==> config.mk <==
export PLATFORM = sky130hd
export DESIGN_NAME = music_sequencer_player
export DESIGN_NICKNAME = d
export VERILOG_FILES = /design/src/rtl/music_sequencer_player.sv
export SDC_FILE = /design/constraint.sdc
export NUM_CORES = 1
export LEC_CHECK = 0
export CORE_MARGIN = 2
export CORE_UTILIZATION = 35
export DETAILED_ROUTE_END_ITERATION = 7
export PLACE_DENSITY_LB_ADDON = 0.12
export SYNTH_ARGS = -nofsm -noshare
export SYNTH_HDL_FRONTEND = slang
export SYNTH_SLANG_ARGS = --single-unit
export TNS_END_PERCENT = 100
==> constraint.sdc <==
create_clock -name clk -period 4.89 [get_ports clk]
set_input_delay 0.489 -clock clk [delete_from_list [all_inputs] [get_ports clk]]
set_output_delay 0.489 -clock clk [all_outputs]
set_load 0.01 [all_outputs]
==> src/rtl/music_sequencer_player.sv <==
`default_nettype none
// ============================================================================
// Module      : music_sequencer_player
// Description : Walks the note RAM from address 0, one note code per beat,
//               and drives a square-wave tone on the piezo beeper pin.
//               Playback starts and stops under a level play request.
//               After a song completes, play must go low before the song
//               can be replayed.
//
//   clk      in   system clock
//   rst_n    in   asynchronous active-low reset
//   play     in   level play request (1 = play, 0 = stop)
//   addr     out  [7:0] note RAM read address
//   data     in   [4:0] note RAM read data, valid one clk after addr
//   beeper   out  square-wave piezo drive
//   busy     out  high while a song is being fetched or played
//   note_idx out  [7:0] index of the note currently sounding
//   done     out  one-cycle pulse at end of song
//
// Optional feature macro: MUSIC_LOOP_EN. When it is defined, the song
// restarts from index 0 after the done pulse for as long as play is held.
//
// Revision    : 1.0 - initial release
// ============================================================================
module music_sequencer_player #(
    parameter int unsigned CLK_HZ      = 12000000,
    parameter int unsigned SONG_LEN    = 83,
    parameter int unsigned BEAT_CYCLES = 3000000,
    parameter int unsigned GAP_CYCLES  = 120000
) (
    input  logic       clk,
    input  logic       rst_n,
    input  logic       play,
    output logic [7:0] addr,
    input  logic [4:0] data,
    output logic       beeper,
    output logic       busy,
    output logic [7:0] note_idx,
    output logic       done
);

    typedef enum logic [2:0] {
        S_IDLE  = 3'd0,
        S_FETCH = 3'd1,
        S_LATCH = 3'd2,
        S_TONE  = 3'd3,
        S_GAP   = 3'd4,
        S_DONE  = 3'd5
    } state_t;

    localparam logic [31:0] c_tone_end = 32'(BEAT_CYCLES - GAP_CYCLES - 1);
    localparam logic [31:0] c_beat_end = 32'(BEAT_CYCLES - 1);
    localparam logic [7:0]  c_last_idx = 8'(SONG_LEN - 1);
    localparam logic [4:0]  c_end_code = 5'd31;

    // Half-period in clocks for a note code; 0 marks a silent code.
    // Frequencies are held in millihertz so the rounding stays integer:
    // floor(CLK/(2f) + 0.5) == floor((CLK*1000 + f_mhz) / (2*f_mhz)).
    function automatic logic [15:0] half_period(input int unsigned code);
        logic [63:0] base_mhz;
        logic [63:0] f_mhz;
        base_mhz = 64'd0;
        f_mhz    = 64'd0;
        if (code >= 1 && code <= 21) begin
            case ((code - 1) % 7)
                0:       base_mhz = 64'd261630;
                1:       base_mhz = 64'd293660;
                2:       base_mhz = 64'd329630;
                3:       base_mhz = 64'd349230;
                4:       base_mhz = 64'd392000;
                5:       base_mhz = 64'd440000;
                default: base_mhz = 64'd493880;
            endcase
            f_mhz = base_mhz << ((code - 1) / 7);
            half_period = 16'((64'(CLK_HZ) * 64'd1000 + f_mhz) / (64'd2 * f_mhz));
        end else begin
            half_period = 16'd0;
        end
    endfunction

    logic [15:0] w_half_tab [32];

    for (genvar gi = 0; gi < 32; gi++) begin : g_half_tab
        assign w_half_tab[gi] = half_period(gi);
    end

    state_t      r_state;
    state_t      w_state_next;
    logic [7:0]  r_idx;
    logic [4:0]  r_note;
    logic [7:0]  r_note_idx;
    logic [31:0] r_beat;
    logic [15:0] r_tone;
    logic        r_beeper;
    logic        r_armed;
    logic [15:0] w_half;
    logic        w_abort;

    assign w_half  = w_half_tab[r_note];
    // Dropping play outside IDLE cancels the song immediately, even if the
    // song would otherwise end in the same cycle.
    assign w_abort = !play && (r_state != S_IDLE);

    // ------------------------------------------------------------------
    // State register
    // ------------------------------------------------------------------
    always_ff @(posedge clk or negedge rst_n) begin
        if (!rst_n) begin
            r_state <= S_IDLE;
        end else begin
            r_state <= w_state_next;
        end
    end

    // ------------------------------------------------------------------
    // Next state and status outputs
    // ------------------------------------------------------------------
    always_comb begin
        w_state_next = r_state;
        busy         = 1'b0;
        done         = 1'b0;
        case (r_state)
            S_IDLE: begin
                if (play && r_armed) begin
                    w_state_next = S_FETCH;
                end
            end
            S_FETCH: begin
                busy         = 1'b1;
                w_state_next = S_LATCH;
            end
            S_LATCH: begin
                busy         = 1'b1;
                w_state_next = (data == c_end_code) ? S_DONE : S_TONE;
            end
            S_TONE: begin
                busy = 1'b1;
                if (r_beat == c_tone_end) begin
                    w_state_next = S_GAP;
                end
            end
            S_GAP: begin
                busy = 1'b1;
                if (r_beat == c_beat_end) begin
                    w_state_next = (r_idx == c_last_idx) ? S_DONE : S_FETCH;
                end
            end
            S_DONE: begin
                done = 1'b1;
`ifdef MUSIC_LOOP_EN
                w_state_next = S_FETCH;
`else
                w_state_next = S_IDLE;
`endif
            end
            default: w_state_next = S_IDLE;
        endcase
        if (w_abort) begin
            w_state_next = S_IDLE;
        end
    end

    // ------------------------------------------------------------------
    // Note index, beat/tone counters and beeper
    // ------------------------------------------------------------------
    always_ff @(posedge clk or negedge rst_n) begin
        if (!rst_n) begin
            r_idx      <= 8'd0;
            r_note     <= 5'd0;
            r_note_idx <= 8'd0;
            r_beat     <= 32'd0;
            r_tone     <= 16'd0;
            r_beeper   <= 1'b0;
        end else if (w_abort) begin
            r_idx      <= 8'd0;
            r_note_idx <= 8'd0;
            r_beat     <= 32'd0;
            r_tone     <= 16'd0;
            r_beeper   <= 1'b0;
        end else begin
            case (r_state)
                S_LATCH: begin
                    r_note     <= data;
                    r_note_idx <= r_idx;
                    r_beat     <= 32'd0;
                    r_tone     <= 16'd0;
                    r_beeper   <= 1'b0;
                    // Index returns to 0 on the way into DONE so the
                    // address bus already reads 0 during the done pulse.
                    if (data == c_end_code) begin
                        r_idx <= 8'd0;
                    end
                end
                S_TONE: begin
                    r_beat <= r_beat + 32'd1;
                    if (r_beat == c_tone_end) begin
                        r_beeper <= 1'b0;
                        r_tone   <= 16'd0;
                    end else if (w_half != 16'd0) begin
                        if (r_tone == w_half - 16'd1) begin
                            r_tone   <= 16'd0;
                            r_beeper <= ~r_beeper;
                        end else begin
                            r_tone <= r_tone + 16'd1;
                        end
                    end
                end
                S_GAP: begin
                    r_beat   <= r_beat + 32'd1;
                    r_beeper <= 1'b0;
                    if (r_beat == c_beat_end) begin
                        r_idx <= (r_idx == c_last_idx) ? 8'd0 : r_idx + 8'd1;
                    end
                end
                default: begin
                end
            endcase
        end
    end

    // ------------------------------------------------------------------
    // Replay arming: a finished song replays only after play has been low
    // ------------------------------------------------------------------
    always_ff @(posedge clk or negedge rst_n) begin
        if (!rst_n) begin
            r_armed <= 1'b1;
        end else if (r_state == S_IDLE && !play) begin
            r_armed <= 1'b1;
`ifndef MUSIC_LOOP_EN
        end else if (r_state == S_DONE) begin
            r_armed <= 1'b0;
`endif
        end
    end

    assign addr     = r_idx;
    assign beeper   = r_beeper;
    assign note_idx = r_note_idx;

endmodule
`default_nettype wire
==> results by group, run 1 <==
Outcome
  • Status: completed

Setup path
  • CP max stage cell: dfrtp_1
  • CP endpoint kind: flop
  • Crit-path leading delay family: simple AND/OR/NAND/NOR gates
  • Worst-path fanout max: 15
  • Largest stage delay, worst path: 0.60 ns
  • Setup slack, reg-to-reg: 0.51 ns
  • FF-to-FF Start: r_note[1]$_DFFE_PN0P_
  • Critical path origin: r_note[1]$_DFFE_PN0P_
  • Buf/Inv on CP: 2
  • WP data arrival: 4.60 ns
  • Most used cell, CP: or3_1
  • End of the critical path: r_tone[0]$_DFFE_PN0P_
  • Reg2reg path depth: 13
  • CP Cell Sequence: inv_1, ha_1, nand2b_1, a311oi_1, or3_1, or4_1, or3_1, a2111oi_2, nand4_1, o21ai_2, nor2_1, buf_4, mux2_2
  • Critical Path Stages: 13
  • CP Class: flop to flop
  • Critical Path RT: slightly above 5 ns
  • Reg2Reg Capture Point: r_tone[0]$_DFFE_PN0P_
  • CP startpoint kind: flop

Route
  • Pre-Repair DR Iteration Count: 6
  • Drc violations: 0
  • Via count: ~4,600
  • Drt initial violations: around 330
  • Routed len/inst: ~16 µm
  • DR vias/cell: around 5.6
  • Total Wirelength: 13,000 µm
  • Routed Antenna Nets: 0

Logic synthesis
  • Synthesized flop and latch total: 74
  • Largest area contributor in the netlist: dfrtp_1
  • Yosys top cell area share: about 36%
  • Post-synthesis cell count: 612
  • Synth Net Count: 633
  • Top FF cell, synth: dfrtp_1
  • Seq/Total Area, Yosys: a little over a third
  • Post-synth EDFFs: 0
  • Ys Warns: 0
  • Synthesized area: 5070 µm²
  • Post-synth cell types: 69
  • Asr flop ratio synth: 100%
  • Avg Cell Area, Syn: 8.28 µm²
  • Largest cells by area after synthesis: dfrtp_1 (36%), o21ai_0 (5.7%), nand2_1 (5.1%), nor2_1 (3.7%), a22o_1 (3.3%)

Floorplanning
  • CORE AREA: 14,000 µm²
  • Die Ht: 124 µm
  • Chip width: approximately 120 µm
  • I/O pin count: 27
  • Die ar.: 15,500 µm²
  • Row cnt: 43
  • Initial Util: 36.2%

Global routing
  • All-Layer GR Usage: between 10% and 20%
  • GR Util met3: around 4%
  • First-pass GRT wire length: 22,000 µm
  • Most used routing layer: met2
  • Grt ovf: 0
  • Met1 GRT Util: 22.7%
  • Vias in the first global route: around 4,300
  • Met2 Use GR: between 20 and 30%
  • Pin count of the biggest net entering global routing: 75
  • Initial antenna violation count: 0

Clocking
  • Skew-Pair Late Insertion Delay: 0.34 ns
  • CTS tree: yes
  • Post-CTS Resized: 0
  • Number of H-tree levels: 3
  • CTS root buf: clkbuf_16
  • CTS max path bufs: 2
  • Reg clk slew, reported paths: 0.06 ns
  • Total clock sinks: 74
  • Total setup buffers inserted after CTS: 0
  • CTS Buf Count: 9
  • Cts hold-fix bufs: 0

Power
  • Psw: approximately 0.0012 W
  • Sw Share: between 40% and 50%
  • Combinational power share: 49.2%
  • Leak: 2.47 nW
  • Sequential fraction of design power: 27.8%
  • PwrDens: 476 nW/µm²
  • VDD IR max: 0.000185 V
  • Total power: 0.00275 W
  • Clock network power share: around 23%
  • Internal power: 0.00155 W

STA
  • Relative slew slack: a little over a third
  • Post-route setup TNS: 0 ns
  • Final Skew: 0.00583 ns
  • Crit share post-route: about 90%
  • Slew Limit Fails: 0
  • Final setup violation count: 0
  • Hold Fails Final Rpt: 0
  • Final worst path period need: 4.38 ns
  • Fmax: 0.229 GHz
  • RSZ-0062 raised after global routing: no
  • Least-Margin Pin Slew: 0.971 ns

Finish
  • Syn-to-layout area delta: 13.8%
  • Fin nets: 653
  • Inserted Diodes: 0
  • Filler cell count: 1,424
  • Layout cell share with drive strength beyond 1: 6.28%

Placed design
  • Final HPWL DP: 9240 µm
  • RD Place Congestion: about 0.97
  • IO buf count: 26

Min path
  • Min-Delay Path Class: primary input to async pin

Run
  • Max-cap violations: 0
-- power groups by stage --
stage,Clock [W],Sequential (W),Combinational (W)
2_1_floorplan,0,0.000687,0.00109
4_1_cts,0.000654,0.000761,0.00134
5_1_grt,0.000675,0.000778,0.00149
3_5_place_dp,0,0.000773,0.00132
6_report,0.000631,0.000765,0.00135
3_3_place_gp,0,0.000771,0.00134
-- cell type report --
cell class	count	area (µm²)	area share, %
tap	180	225	3.91
clock inverter	5	37.5	0.651
sequential	74	1850	32.1
inverter	17	63.8	1.11
multi-input combinational	497	3030	52.6
clock buffer	11	243	4.21
timing repair buffer	33	310	5.38
-- Yosys cell counts (all sizes together) (8+ instances only) --
| cell type | count |
|---|---|
| o21ai | 67 |
| nor3 | 14 |
| and3 | 25 |
| or3 | 8 |
| inv | 17 |
| nand3 | 33 |
| xor2 | 19 |
| a22o | 19 |
| and2 | 11 |
| nand4 | 9 |
| a21oi | 17 |
| xnor2 | 14 |
| dfrtp | 73 |
| clkbuf | 14 |
| ha | 13 |
| nand2 | 69 |
| nand2b | 16 |
| nor2b | 18 |
| buf | 10 |
| nor2 | 50 |
-- state kept, by name (all words and copies together), names as in the netlist --
register	flops
r_beat	32
r_tone	16
addr	8
r_note	5
beeper	1
r_armed	1
r_state	3
note_idx	8
-- cell families after synthesis --
logic type               synth area share [%]
flip-flops                               36.6
AND/OR/NAND/NOR                          29.3
adder cells (fa/ha/maj)                  3.21
XOR/XNOR                                 5.70
buffers and inverters                    3.58
multiplexers                             1.48
AO/OA/AOI/OAI                            20.2
-- per-stage QoR --
step / hold WS [ns] / setup WS (ns) / area [µm²] / util, % / instances
finish: 0.308 / 0.515 / 5770 / 41.2 / 817
floorplan: 0.193 / 0.999 / 5070 / - / 612
detailed placement: 0.473 / 0.540 / 5490 / 39.2 / 801
global route: 0.400 / 0.211 / 5770 / 41.2 / 817
global placement: 0.468 / 0.676 / 5490 / 39.2 / 801
CTS: 0.360 / 0.514 / 5770 / 41.2 / 817
-- worst min-delay path by stage --
stage / start / endpoint / slack [ns]
floorplan: rst_n / addr[0]$_DFFE_PN0P_ / 0.19
global placement: r_beat[16]$_DFFE_PN0P_ / r_beat[16]$_DFFE_PN0P_ / 0.47
detailed placement: r_beat[16]$_DFFE_PN0P_ / r_beat[16]$_DFFE_PN0P_ / 0.47
CTS: rst_n / r_tone[6]$_DFFE_PN0P_ / 0.36
global route: rst_n / r_tone[6]$_DFFE_PN0P_ / 0.40
finish: rst_n / r_tone[8]$_DFFE_PN0P_ / 0.31
-- placed cells by master (no fill, tap or decap), types with 5 or more instances in the layout --
master | synthesis | final
a22o_1 | 19 | 19
nand4_1 | 9 | 9
and3_1 | 24 | 24
nand3_1 | 33 | 33
clkbuf_16 | 0 | 9
buf_4 | 2 | 8
o31ai_1 | 7 | 7
nor4_1 | 6 | 6
clkdlybuf4s50_1 | 0 | 25
or2_2 | 7 | 7
o21ai_1 | 8 | 8
dfrtp_1 | 73 | 73
nor3_1 | 14 | 14
a21o_1 | 5 | 5
a21oi_1 | 17 | 17
ha_1 | 13 | 13
inv_1 | 17 | 17
xnor2_1 | 14 | 14
o21ai_0 | 58 | 58
or3_1 | 8 | 8
nor2b_1 | 18 | 18
xor2_1 | 19 | 19
or4_1 | 5 | 5
nand2_1 | 69 | 69
nand2b_1 | 16 | 16
nor2_1 | 50 | 50
and2_1 | 11 | 11
-- metal layers --
layer / vias up / part of all wire (%)
met2: 98 / 47
li1: 2248 / -
met1: 2190 / 48
met4: 0 / 1.5
met5: - / 0
met3: 16 / 4.0
Power figures use the tool's default switching activity.
==> run 2, diff against run 1 <==
- ABC_AREA: default -> 1
- CTS_CLUSTER_DIAMETER: default -> 100
- GPL_ROUTABILITY_DRIVEN: default -> 0
==> run 2 against run 1 <==
  * Sequential share of layout area decreased by 1.3 points
  * Design area increased by 4.4%
  * Core utilization decreased by 0.13 points
  * Fmax increased by 20%
==> results by group, run 2 <==
Logic synthesis
  • Post-synth EDFFs: 0 (unchanged)
  • Seq/Total Area, Yosys: 35.2% (was 36.6%)
  • Largest family of logic cells by synthesized area: simple AND/OR/NAND/NOR gates (unchanged)
  • Ys Warns: 0 (unchanged)
  • Yosys top cell area share: 34.7% (was 36.0%)
  • Post-Synth Adder-Cell Area: 3.09% (was 3.21%)
  • Largest cells by area after synthesis: dfrtp_1 (35%), nand2_1 (14%), inv_1 (7.3%), nand3_1 (6.6%), nor2_1 (6.2%) (was dfrtp_1 (36%), o21ai_0 (5.7%), nand2_1 (5.1%), nor2_1 (3.7%), a22o_1 (3.3%))
  • Commonest cells post-synth: nand2_1 (191), inv_1 (102), nor2_1 (87), dfrtp_1 (73), nand3_1 (69) (was dfrtp_1 (73), nand2_1 (69), o21ai_0 (58), nor2_1 (50), nand3_1 (33))
  • Synthesized flop and latch total: 74 (unchanged)
  • Post-synthesis cell count: 767 (was 612)
  • Post-synthesis mux area share: 0% (was 1.48%)
  • Synth Area in Compound Gates: 13.1% (was 20.2%)
  • Synth Area in XOR/XNOR: 3.92% (was 5.70%)
  • Post-synth cell types: 48 (was 69)
  • Avg Cell Area, Syn: 6.87 µm² (was 8.28 µm²)
  • Synthesized area: 5270 µm² (was 5070 µm²)
  • Synth Net Count: 788 (was 633)
  • Most common cell in the netlist: nand2_1 (was dfrtp_1)
  • Asr flop ratio synth: 100% (unchanged)
  • Simple-gate share of the synthesized area: 34.4% (was 29.3%)
  • Largest area contributor in the netlist: dfrtp_1 (unchanged)
  • Top FF cell, synth: dfrtp_1 (unchanged)

Run
  • Max-cap violations: 0 (unchanged)

STA
  • Crit share post-route: 74.6% (was 89.5%)
  • Final setup violation count: 0 (unchanged)
  • Slew Limit Fails: 0 (unchanged)
  • Least-Margin Pin Slew: 1.01 ns (was 0.971 ns)
  • Relative slew slack: 32.9% (was 35.3%)
  • Final Skew: 0.0107 ns (was 0.00583 ns)
  • RSZ-0062 raised after global routing: no (unchanged)
  • Hold WS: 0.311 ns (was 0.308 ns)
  • Fmax: 0.274 GHz (was 0.229 GHz)
  • Hold Fails Final Rpt: 0 (unchanged)
  • Final worst path period need: 3.65 ns (was 4.38 ns)
  • Post-route setup TNS: 0 ns (unchanged)

Finish
  • Largest regs: r_beat (32), r_tone (16) (unchanged)
  • Largest register FFs: 32 (unchanged)
  • Biggest register: r_beat (unchanged)
  • Fin util: 41.1% (was 41.2%)
  • Fin nets: 809 (was 653)
  • Layout cell share with drive strength beyond 1: 7.06% (was 6.28%)
  • Inserted Diodes: 0 (unchanged)
  • Most common cell after layout, fill and taps aside: nand2_1 (was dfrtp_1)
  • Commonest non-fill, non-tap cells in the layout: nand2_1 (191), inv_1 (102), nor2_1 (87) (was dfrtp_1 (73), nand2_1 (69), o21ai_0 (58))
  • Syn-to-layout area delta: 14.3% (was 13.8%)

Floorplanning
  • CORE AREA: 14,600 µm² (was 14,000 µm²)
  • I/O pin count: 27 (unchanged)
  • Die ar.: 16,000 µm² (was 15,500 µm²)
  • Initial Util: 36.0% (was 36.2%)
  • Row cnt: 44 (was 43)
  • Die Ht: 127 µm (was 124 µm)
  • Chip width: 127 µm (was 124 µm)

Setup path
  • CP max stage cell: dfrtp_1 (unchanged)
  • Reg2reg path depth: 24 (was 13)
  • Critical Path RT: 5.12 ns (was 5.11 ns)
  • Most used cell, CP: nand2_1 (was or3_1)
  • Worst-path fanout max: 18 (was 15)
  • CP startpoint kind: flop (unchanged)
  • CP Cell Sequence: inv_1, ha_1, inv_1, nand2_1, nand3_1, nand3_1, o21ai_1, inv_1, ha_1, nand3_1, nor2_4, nand2_1, inv_2, nand2_2, nand2_1, nand3_1, nor2_1, nand2_1, nor2_1, nand3_1, nand2_2, nand2_1, nand2_1, nand2_1 (was inv_1, ha_1, nand2b_1, a311oi_1, or3_1, or4_1, or3_1, a2111oi_2, nand4_1, o21ai_2, nor2_1, buf_4, mux2_2)
  • CP endpoint kind: flop (unchanged)
  • CP Class: flop to flop (unchanged)
  • Reg2Reg Capture Point: beeper$_DFFE_PN0P_ (was r_tone[0]$_DFFE_PN0P_)
  • WP data arrival: 3.88 ns (was 4.60 ns)
  • Largest stage delay, worst path: 0.53 ns (was 0.60 ns)
  • FF-to-FF Start: r_note[1]$_DFFE_PN0P_ (unchanged)
  • Setup slack, reg-to-reg: 1.24 ns (was 0.51 ns)

Clocking
  • Skew-Pair Late Insertion Delay: 0.34 ns (about the same)
  • Post-CTS Resized: 0 (unchanged)
  • CTS tree: yes (unchanged)
  • CTS max path bufs: 2 (unchanged)
  • Reg clk slew, reported paths: 0.07 ns (was 0.06 ns)
  • CTS root buf: clkbuf_16 (unchanged)
  • CTS Buf Count: 9 (unchanged)
  • Total setup buffers inserted after CTS: 0 (unchanged)
  • Cts hold-fix bufs: 0 (unchanged)
  • Number of H-tree levels: 3 (unchanged)
  • Total clock sinks: 74 (unchanged)

Global routing
  • Vias in the first global route: 4,878 (was 4,344)
  • First-pass GRT wire length: 24,300 µm (was 22,000 µm)
  • Grt ovf: 0 (unchanged)
  • Pin count of the biggest net entering global routing: 75 (unchanged)
  • All-Layer GR Usage: 18.6% (was 17.2%)
  • Initial antenna violation count: 0 (unchanged)

Route
  • DR vias/cell: 5.19 (was 5.57)
  • Routed len/inst: 14.5 µm (was 15.9 µm)
  • Drt initial violations: 441 (was 326)
  • Via count: 5,069 (was 4,552)
  • Drc violations: 0 (unchanged)
  • Pre-Repair DR Iteration Count: 6 (unchanged)
  • Routed Antenna Nets: 0 (unchanged)
  • Total Wirelength: 14,100 µm (was 13,000 µm)

Min path
  • Min-Delay Path Class: primary input to async pin (unchanged)

Placed design
  • Final HPWL DP: 10,300 µm (was 9240 µm)
  • IO buf count: 26 (unchanged)

Power
  • VDD IR max: 0.000230 V (was 0.000185 V)
  • Leak: 2.77 nW (was 2.47 nW)
  • PwrDens: 577 nW/µm² (was 476 nW/µm²)

Outcome
  • Status: completed (unchanged)
run 2: changes by cell type after synthesis, sizes merged, moves of 18 or more:
cell and delta:
nor2b -18, and3 -24, nor2 +45, a21oi +29
inv +94, nand2 +127, o21ai -20, nand3 +38
run 2: final cells by class:
class	instances	area, µm²
clock buffer	9	225
clock inverter	7	149
fill	1538	8630
inverter	113	427
multi-input combinational	563	2870
sequential	74	1850
tap	184	230
timing repair buffer	27	265
run 2: power by group:
group	leakage (nW)	total [W]	internal, W	switching [W]
clock network	0.182	0.000854	0.000557	0.000297
registers	1.02	0.000764	0.000662	0.000103
logic	1.57	0.00185	0.000568	0.00128
total	2.77	0.00347	0.00179	0.00168
run 2: critical path, delay by kind of cell (launching register included):
kind	cells	cell delay (ns)
and+or+nand+nor	17	1.82
adders and majority gates	2	0.61
DFF	1	0.53
buffers and inverters	4	0.46
AOI/OAI and AO/OA	1	0.11
run 2: kinds of logic after synthesis:
logic type,count (synthesis)
AND/OR/NAND/NOR,411
adder cells (fa/ha/maj),13
flip-flops,74
XOR/XNOR,22
AO/OA/AOI/OAI,117
buffers and inverters,130
run 2: worst max-delay path by stage:
stage,startpoint,endpoint,slack (ns),cells past startpoint
floorplan,r_note[1]$_DFFE_PN0P_,r_tone[1]$_DFFE_PN0P_,1.98,23
global placement,r_note[1]$_DFFE_PN0P_,r_tone[10]$_DFFE_PN0P_,1.47,23
detailed placement,r_note[1]$_DFFE_PN0P_,r_tone[10]$_DFFE_PN0P_,1.29,23
CTS,r_note[1]$_DFFE_PN0P_,r_tone[10]$_DFFE_PN0P_,1.25,23
global route,r_note[1]$_DFFE_PN0P_,r_tone[10]$_DFFE_PN0P_,0.78,23
finish,r_note[1]$_DFFE_PN0P_,beeper$_DFFE_PN0P_,1.24,24
run 2: layer usage:
layer	global-route usage, %	wire length (µm)	vias up
met5	0	0	-
met4	6.98	267	0
met3	2.87	612	20
met2	28.1	6190	148
met1	26.9	7060	2355
li1	-	-	2546
run 2: metrics by stage:
step	std cells	setup slack (ns)	cell area, µm²	power, W
floorplan	767	1.98	5270	0.00222
global placement	961	1.47	5640	0.00261
detailed placement	961	1.29	5640	0.00260
CTS	977	1.25	6020	0.00347
global route	977	0.776	6020	0.00378
finish	977	1.24	6020	0.00347
==> run 3, diff against run 2 <==
- clock period: 4.89 -> 3.6 ns (I/O delays scaled with it)
==> run 3 against run 2 <==
  * Non-clock buffer count up 13
  * Hold slack worse by 0.15 ns
  * Sequential share of layout area fell by 0.19 points
  * Clock power increased by 7.4%
  * Critical path type unchanged
  * Largest cell class unchanged
  * Largest power group unchanged
==> results by group, run 3 (same netlist as run 2, synthesis figures left out) <==
Route
  • Routed Antenna Nets: 0 (unchanged)
  • Pre-Repair DR Iteration Count: 5 (was 6)
  • Via count: 5,095 (was 5,069)
  • Total Wirelength: 14,100 µm (about the same)
  • Routed len/inst: 14.2 µm (was 14.5 µm)
  • Drc violations: 0 (unchanged)
  • DR vias/cell: 5.15 (was 5.19)
  • Drt initial violations: 430 (was 441)

STA
  • Relative slew slack: 34.4% (was 32.9%)
  • Least-Margin Pin Slew: 0.985 ns (was 1.01 ns)
  • Crit share post-route: 88.3% (was 74.6%)
  • Hold Fails Final Rpt: 0 (unchanged)
  • Post-route setup TNS: 0 ns (unchanged)
  • Hold WS: 0.162 ns (was 0.311 ns)
  • Fmax: 0.315 GHz (was 0.274 GHz)
  • Final Skew: 0.00849 ns (was 0.0107 ns)
  • Final worst path period need: 3.18 ns (was 3.65 ns)
  • Slew Limit Fails: 0 (unchanged)
  • Final setup violation count: 0 (unchanged)
  • RSZ-0062 raised after global routing: no (unchanged)

Setup path
  • Reg2Reg Capture Point: r_tone[15]$_DFFE_PN0P_ (was beeper$_DFFE_PN0P_)
  • End of the critical path: r_tone[15]$_DFFE_PN0P_ (was beeper$_DFFE_PN0P_)
  • CP startpoint kind: flop (unchanged)
  • Critical Path Stages: 22 (was 24)
  • Setup slack, reg-to-reg: 0.42 ns (was 1.24 ns)
  • CP Cell Sequence: inv_1, ha_1, inv_1, nand2_1, nand3_1, nand3_1, o21ai_1, inv_1, ha_1, nand3_1, nor2_4, nand2_1, inv_2, nand2_2, inv_2, nand2_2, nand2_2, inv_4, nand3_1, nor2_1, xor2_1, a21oi_1 (was inv_1, ha_1, inv_1, nand2_1, nand3_1, nand3_1, o21ai_1, inv_1, ha_1, nand3_1, nor2_4, nand2_1, inv_2, nand2_2, nand2_1, nand3_1, nor2_1, nand2_1, nor2_1, nand3_1, nand2_2, nand2_1, nand2_1, nand2_1)
  • FF-to-FF Start: r_note[1]$_DFFE_PN0P_ (unchanged)
  • Buf/Inv on CP: 6 (was 4)
  • CP max stage cell: dfrtp_1 (unchanged)
  • Critical path origin: r_note[1]$_DFFE_PN0P_ (unchanged)
  • CP Class: flop to flop (unchanged)
  • Worst-path fanout max: 20 (was 18)
  • WP data arrival: 3.40 ns (was 3.88 ns)
  • Largest stage delay, worst path: 0.38 ns (was 0.53 ns)
  • Critical Path RT: 3.82 ns (was 5.12 ns)
  • CP endpoint kind: flop (unchanged)
  • Reg2reg path depth: 22 (was 24)
  • Crit-path leading delay family: simple AND/OR/NAND/NOR gates (unchanged)
  • Most used cell, CP: nand3_1 (was nand2_1)

Global routing
  • Vias in the first global route: 4,827 (was 4,878)
  • First-pass GRT wire length: 23,200 µm (was 24,300 µm)
  • Pin count of the biggest net entering global routing: 75 (unchanged)
  • All-Layer GR Usage: 17.9% (was 18.6%)
  • Grt ovf: 0 (unchanged)
  • Initial antenna violation count: 0 (unchanged)

Clocking
  • Cts hold-fix bufs: 0 (unchanged)
  • CTS max path bufs: 2 (unchanged)
  • CTS Buf Count: 9 (unchanged)
  • CTS tree: yes (unchanged)
  • Skew-Pair Late Insertion Delay: 0.35 ns (was 0.34 ns)
  • CTS root buf: clkbuf_16 (unchanged)
  • Reg clk slew, reported paths: 0.06 ns (was 0.07 ns)
  • Number of H-tree levels: 3 (unchanged)
  • Total clock sinks: 74 (unchanged)

Finish
  • Final instance area: 6060 µm² (was 6020 µm²)
  • Syn-to-layout area delta: 15.0% (was 14.3%)
  • Most common cell after layout, fill and taps aside: nand2_1 (unchanged)
  • Inserted Diodes: 0 (unchanged)
  • Layout Cells excl Fill: 990 (was 977)
  • Largest register FFs: 32 (unchanged)
  • Layout cell share with drive strength beyond 1: 8.44% (was 7.06%)
  • Fin nets: 822 (was 809)
  • Commonest non-fill, non-tap cells in the layout: nand2_1 (191), inv_1 (102), nor2_1 (87) (unchanged)
  • Area of the multi-input gates: 2870 µm² (about the same)
  • Biggest register: r_beat (unchanged)
  • Filler cell count: 1,537 (was 1,538)
  • Seq. cell area: 1850 µm² (unchanged)
  • Largest regs: r_beat (32), r_tone (16) (unchanged)

Power
  • VDD IR max: 0.000250 V (was 0.000230 V)
  • PwrDens: 752 nW/µm² (was 577 nW/µm²)
  • Leak: 2.80 nW (was 2.77 nW)

Floorplanning
  • Die ar.: 16,000 µm² (unchanged)
  • Die Ht: 127 µm (unchanged)
  • Initial Util: 36.0% (unchanged)
  • I/O pin count: 27 (unchanged)
  • Chip width: 127 µm (unchanged)
  • CORE AREA: 14,600 µm² (unchanged)
  • Row cnt: 44 (unchanged)

Placed design
  • Final HPWL DP: 10,300 µm (about the same)
  • IO buf count: 26 (unchanged)
  • DP Area: 5700 µm² (was 5640 µm²)
  • # placed instances: 968 (was 961)

Run
  • Max-cap violations: 0 (unchanged)

Min path
  • Min-Delay Path Class: primary input to async pin (unchanged)

Outcome
  • Status: completed (unchanged)
==> run 3: how the worst min path moves through the flow <==
stage / slack [ns] / cells past startpoint / endpoint / from
finish: 0.16 / 1 / r_tone[4]$_DFFE_PN0P_ / rst_n
global route: 0.26 / 1 / r_tone[4]$_DFFE_PN0P_ / rst_n
CTS: 0.22 / 1 / r_tone[4]$_DFFE_PN0P_ / rst_n
detailed placement: 0.48 / 2 / note_idx[1]$_DFFE_PN0P_ / note_idx[1]$_DFFE_PN0P_
global placement: 0.47 / 2 / note_idx[0]$_DFFE_PN0P_ / note_idx[0]$_DFFE_PN0P_
floorplan: 0.06 / 0 / addr[0]$_DFFE_PN0P_ / rst_n
==> run 3: cell type report <==
class                   count  area share (%)
multi-input cells         563            47.5
well taps                 184            3.80
clock buffers              10            3.78
inverters                 113            7.09
repair buffers             40            6.20
clock inverters             6            1.07
flip-flops and latches     74            30.6
==> run 3: stage by stage <==
| step | total power, W | utilization (%) | setup slack (ns) |
|---|---|---|---|
| finish | 0.00455 | 41.4 | 0.423 |
| global route | 0.00496 | 41.4 | 0.0208 |
| CTS | 0.00453 | 40.9 | 0.261 |
| detailed placement | 0.00358 | 38.9 | 0.284 |
| global placement | 0.00359 | 38.9 | 0.386 |
| floorplan | 0.00302 | - | 0.695 |
==> run 3: per-layer routing <==
metal  GRT usage [%]  up-vias  wire (µm)
li1                -     2564          -
met1            25.1     2325       6810
met4            7.11        0        346
met3            2.91       29        775
met2            27.9      177       6150
met5               0        -          0
==> run 3: timing repair <==
action	in CTS	in global routing
setup buffers	0	6
resized for setup	0	3
endpoints found under the hold margin	0	0
setup endpoints to repair	0	17
==> run 3: report_power, final <==
| group | switching [W] | total, W | internal [W] |
|---|---|---|---|
| Combinational | 0.00181 | 0.00264 | 0.000836 |
| Sequential | 0.0000934 | 0.000993 | 0.000900 |
| Clock | 0.000378 | 0.000917 | 0.000538 |
==> patch (flow settings as in run 1) <==
Register the inputs `play` and `data` before use, with the module's reset. The logic sees them one clock later.
--- a/src/rtl/music_sequencer_player.sv
+++ b/src/rtl/music_sequencer_player.sv
@@ -53,6 +53,19 @@
     localparam logic [7:0]  c_last_idx = 8'(SONG_LEN - 1);
     localparam logic [4:0]  c_end_code = 5'd31;
 
+    logic play_q;
+    logic [4:0] data_q;
+
+    always_ff @(posedge clk or negedge rst_n) begin
+        if (!rst_n) begin
+            play_q <= '0;
+            data_q <= '0;
+        end else begin
+            play_q <= play;
+            data_q <= data;
+        end
+    end
+
     // Half-period in clocks for a note code; 0 marks a silent code.
     // Frequencies are held in millihertz so the rounding stays integer:
     // floor(CLK/(2f) + 0.5) == floor((CLK*1000 + f_mhz) / (2*f_mhz)).
@@ -99,7 +112,7 @@
     assign w_half  = w_half_tab[r_note];
     // Dropping play outside IDLE cancels the song immediately, even if the
     // song would otherwise end in the same cycle.
-    assign w_abort = !play && (r_state != S_IDLE);
+    assign w_abort = !play_q && (r_state != S_IDLE);
 
     // ------------------------------------------------------------------
     // State register
@@ -121,7 +134,7 @@
         done         = 1'b0;
         case (r_state)
             S_IDLE: begin
-                if (play && r_armed) begin
+                if (play_q && r_armed) begin
                     w_state_next = S_FETCH;
                 end
             end
@@ -131,7 +144,7 @@
             end
             S_LATCH: begin
                 busy         = 1'b1;
-                w_state_next = (data == c_end_code) ? S_DONE : S_TONE;
+                w_state_next = (data_q == c_end_code) ? S_DONE : S_TONE;
             end
             S_TONE: begin
                 busy = 1'b1;
@@ -180,14 +193,14 @@
         end else begin
             case (r_state)
                 S_LATCH: begin
-                    r_note     <= data;
+                    r_note     <= data_q;
                     r_note_idx <= r_idx;
                     r_beat     <= 32'd0;
                     r_tone     <= 16'd0;
                     r_beeper   <= 1'b0;
                     // Index returns to 0 on the way into DONE so the
                     // address bus already reads 0 during the done pulse.
-                    if (data == c_end_code) begin
+                    if (data_q == c_end_code) begin
                         r_idx <= 8'd0;
                     end
                 end
@@ -224,7 +237,7 @@
     always_ff @(posedge clk or negedge rst_n) begin
         if (!rst_n) begin
             r_armed <= 1'b1;
-        end else if (r_state == S_IDLE && !play) begin
+        end else if (r_state == S_IDLE && !play_q) begin
             r_armed <= 1'b1;
 `ifndef MUSIC_LOOP_EN
         end else if (r_state == S_DONE) begin
Formal check against the unedited RTL: not equivalent (a bounded check fails within 4 cycles, from zero or initial values and one cycle with rst_n low).
==> patch against run 1 <==
Via count grew 2.7%; sequential share of layout area rose by 1.7 points; sequential cell count increased by 6; final area increased by 2.6%; global-route usage is 0.72 points higher; synthesized cell count up 1.6%; worst setup slack worse by 47 ps; clock power is 8.9% higher; critical path type unchanged; cell count grew 0.49%; routed wire length up 6.6%; count of clock-buffer cells in the layout is the same; combinational power rose by 4%; area after synthesis grew 3.2%; power up 3.4%.
==> patch: results (changes against run 1) <==
\begin{tabular}{lr}
\hline
Metric & Value \\
\hline
\multicolumn{2}{l}{\textbf{Detailed routing}} \\
\quad Routed wire length on met2 & 6720 um (was 6120 um) \\
\quad Length of routed wiring on met1 & 6610 um (was 6180 um) \\
\quad Detailed-routed wire length on met3 & 356 um (was 516 um) \\
\quad Routed length per placed instance & 16.9 um (was 15.9 um) \\
\multicolumn{2}{l}{\textbf{STA}} \\
\quad Tcrit/Tclk final & 90.4\% (was 89.5\%) \\
\quad Hold\_ws & 129 ps (was 308 ps) \\
\quad Rel. slew slack & 18.4\% (was 35.3\%) \\
\multicolumn{2}{l}{\textbf{Global routing}} \\
\quad Wire length of the first global-routing pass & 23300 um (was 22000 um) \\
\quad Global Route met2 Usage & 29.3\% (was 28.1\%) \\
\multicolumn{2}{l}{\textbf{Place}} \\
\quad Worst setup slack after placement & 375 ps (was 540 ps) \\
\quad Last weighted congestion value of the routability-driven placer & 0.870 (was 0.966) \\
\quad Placed standard-cell area & 5620 um\^{}2 (was 5490 um\^{}2) \\
\quad HPWL after detailed placement & 9700 um (was 9240 um) \\
\multicolumn{2}{l}{\textbf{Worst setup path}} \\
\quad Register-to-register path setup slack & 470 ps (was 510 ps) \\
\quad Worst reg-to-reg path cell count & 14 (was 13) \\
\multicolumn{2}{l}{\textbf{Status}} \\
\quad Run status & finished, final reports clean (unchanged) \\
\multicolumn{2}{l}{\textbf{Logic synthesis}} \\
\quad Most used standard cells in the synthesized netlist & sky130\_fd\_sc\_hd\_\_nand2\_1 (81), sky130\_fd\_sc\_hd\_\_dfrtp\_1 (79), sky130\_fd\_sc\_hd\_\_o21ai\_0 (68) (was sky130\_fd\_sc\_hd\_\_dfrtp\_1 (73), sky130\_fd\_sc\_hd\_\_nand2\_1 (69), sky130\_fd\_sc\_hd\_\_o21ai\_0 (58)) \\
\quad Distinct cell type count after synthesis & 70 (was 69) \\
\quad Largest cells by area after synthesis & sky130\_fd\_sc\_hd\_\_dfrtp\_1 (38\%), sky130\_fd\_sc\_hd\_\_o21ai\_0 (6.5\%), sky130\_fd\_sc\_hd\_\_nand2\_1 (5.8\%), sky130\_fd\_sc\_hd\_\_ha\_1 (3.1\%), sky130\_fd\_sc\_hd\_\_nor2\_1 (2.9\%) (was sky130\_fd\_sc\_hd\_\_dfrtp\_1 (36\%), sky130\_fd\_sc\_hd\_\_o21ai\_0 (5.7\%), sky130\_fd\_sc\_hd\_\_nand2\_1 (5.1\%), sky130\_fd\_sc\_hd\_\_nor2\_1 (3.7\%), sky130\_fd\_sc\_hd\_\_a22o\_1 (3.3\%)) \\
\multicolumn{2}{l}{\textbf{Pwr}} \\
\quad Leak pwr & 2.42 nW (was 2.47 nW) \\
\hline
\end{tabular}
==> patch: cell type report <==
cell class                      instances  share of cell area [%]
Multi-Input combinational cell        491                    50.8
Inverter                               16                    1.02
Clock buffer                           11                    4.10
Clock inverter                          5                   0.952
Tap cell                              184                    3.89
Sequential cell                        80                    33.9
Timing Repair Buffer                   34                    5.37
==> patch: cell families (layout without fill, tap and decap cells) <==
logic type | Yosys count | count (layout) | synth area share [%]
AND/OR/NAND/NOR | 262 | 262 | 25.7
XOR/XNOR | 30 | 30 | 5.03
adder cells (fa/ha/maj) | 13 | 13 | 3.11
AO/OA/AOI/OAI | 177 | 177 | 21.6
flip-flops | 80 | 80 | 38.3
buffers and inverters | 51 | 66 | 4.24
multiplexers | 9 | 9 | 2.11
==> patch: worst max-delay path, cell delays in order (launching register included) <==
cell and delay (ps):
sky130_fd_sc_hd__dfrtp_1 570, sky130_fd_sc_hd__inv_1 180, sky130_fd_sc_hd__ha_1 470, sky130_fd_sc_hd__xnor2_1 190
sky130_fd_sc_hd__a211oi_2 320, sky130_fd_sc_hd__ha_1 310, sky130_fd_sc_hd__inv_1 60, sky130_fd_sc_hd__a211o_1 260
sky130_fd_sc_hd__nor4_4 400, sky130_fd_sc_hd__nand2_1 140, sky130_fd_sc_hd__nor4_1 280, sky130_fd_sc_hd__o32ai_1 140
sky130_fd_sc_hd__a2111o_1 450, sky130_fd_sc_hd__nand2_1 370, sky130_fd_sc_hd__o211ai_1 150
==> patch: per-stage QoR <==
step / instances / util [%]
floorplan: 622 / -
global placement: 805 / 38.5
detailed placement: 805 / 38.5
CTS: 821 / 40.5
global route: 821 / 40.5
finish: 821 / 40.5
==> patch: where the power goes <==
group	switching [mW]	internal, mW	total, mW
Clock	0.279	0.409	0.687
Combinational	0.876	0.534	1.41
Sequential	0.0489	0.694	0.743
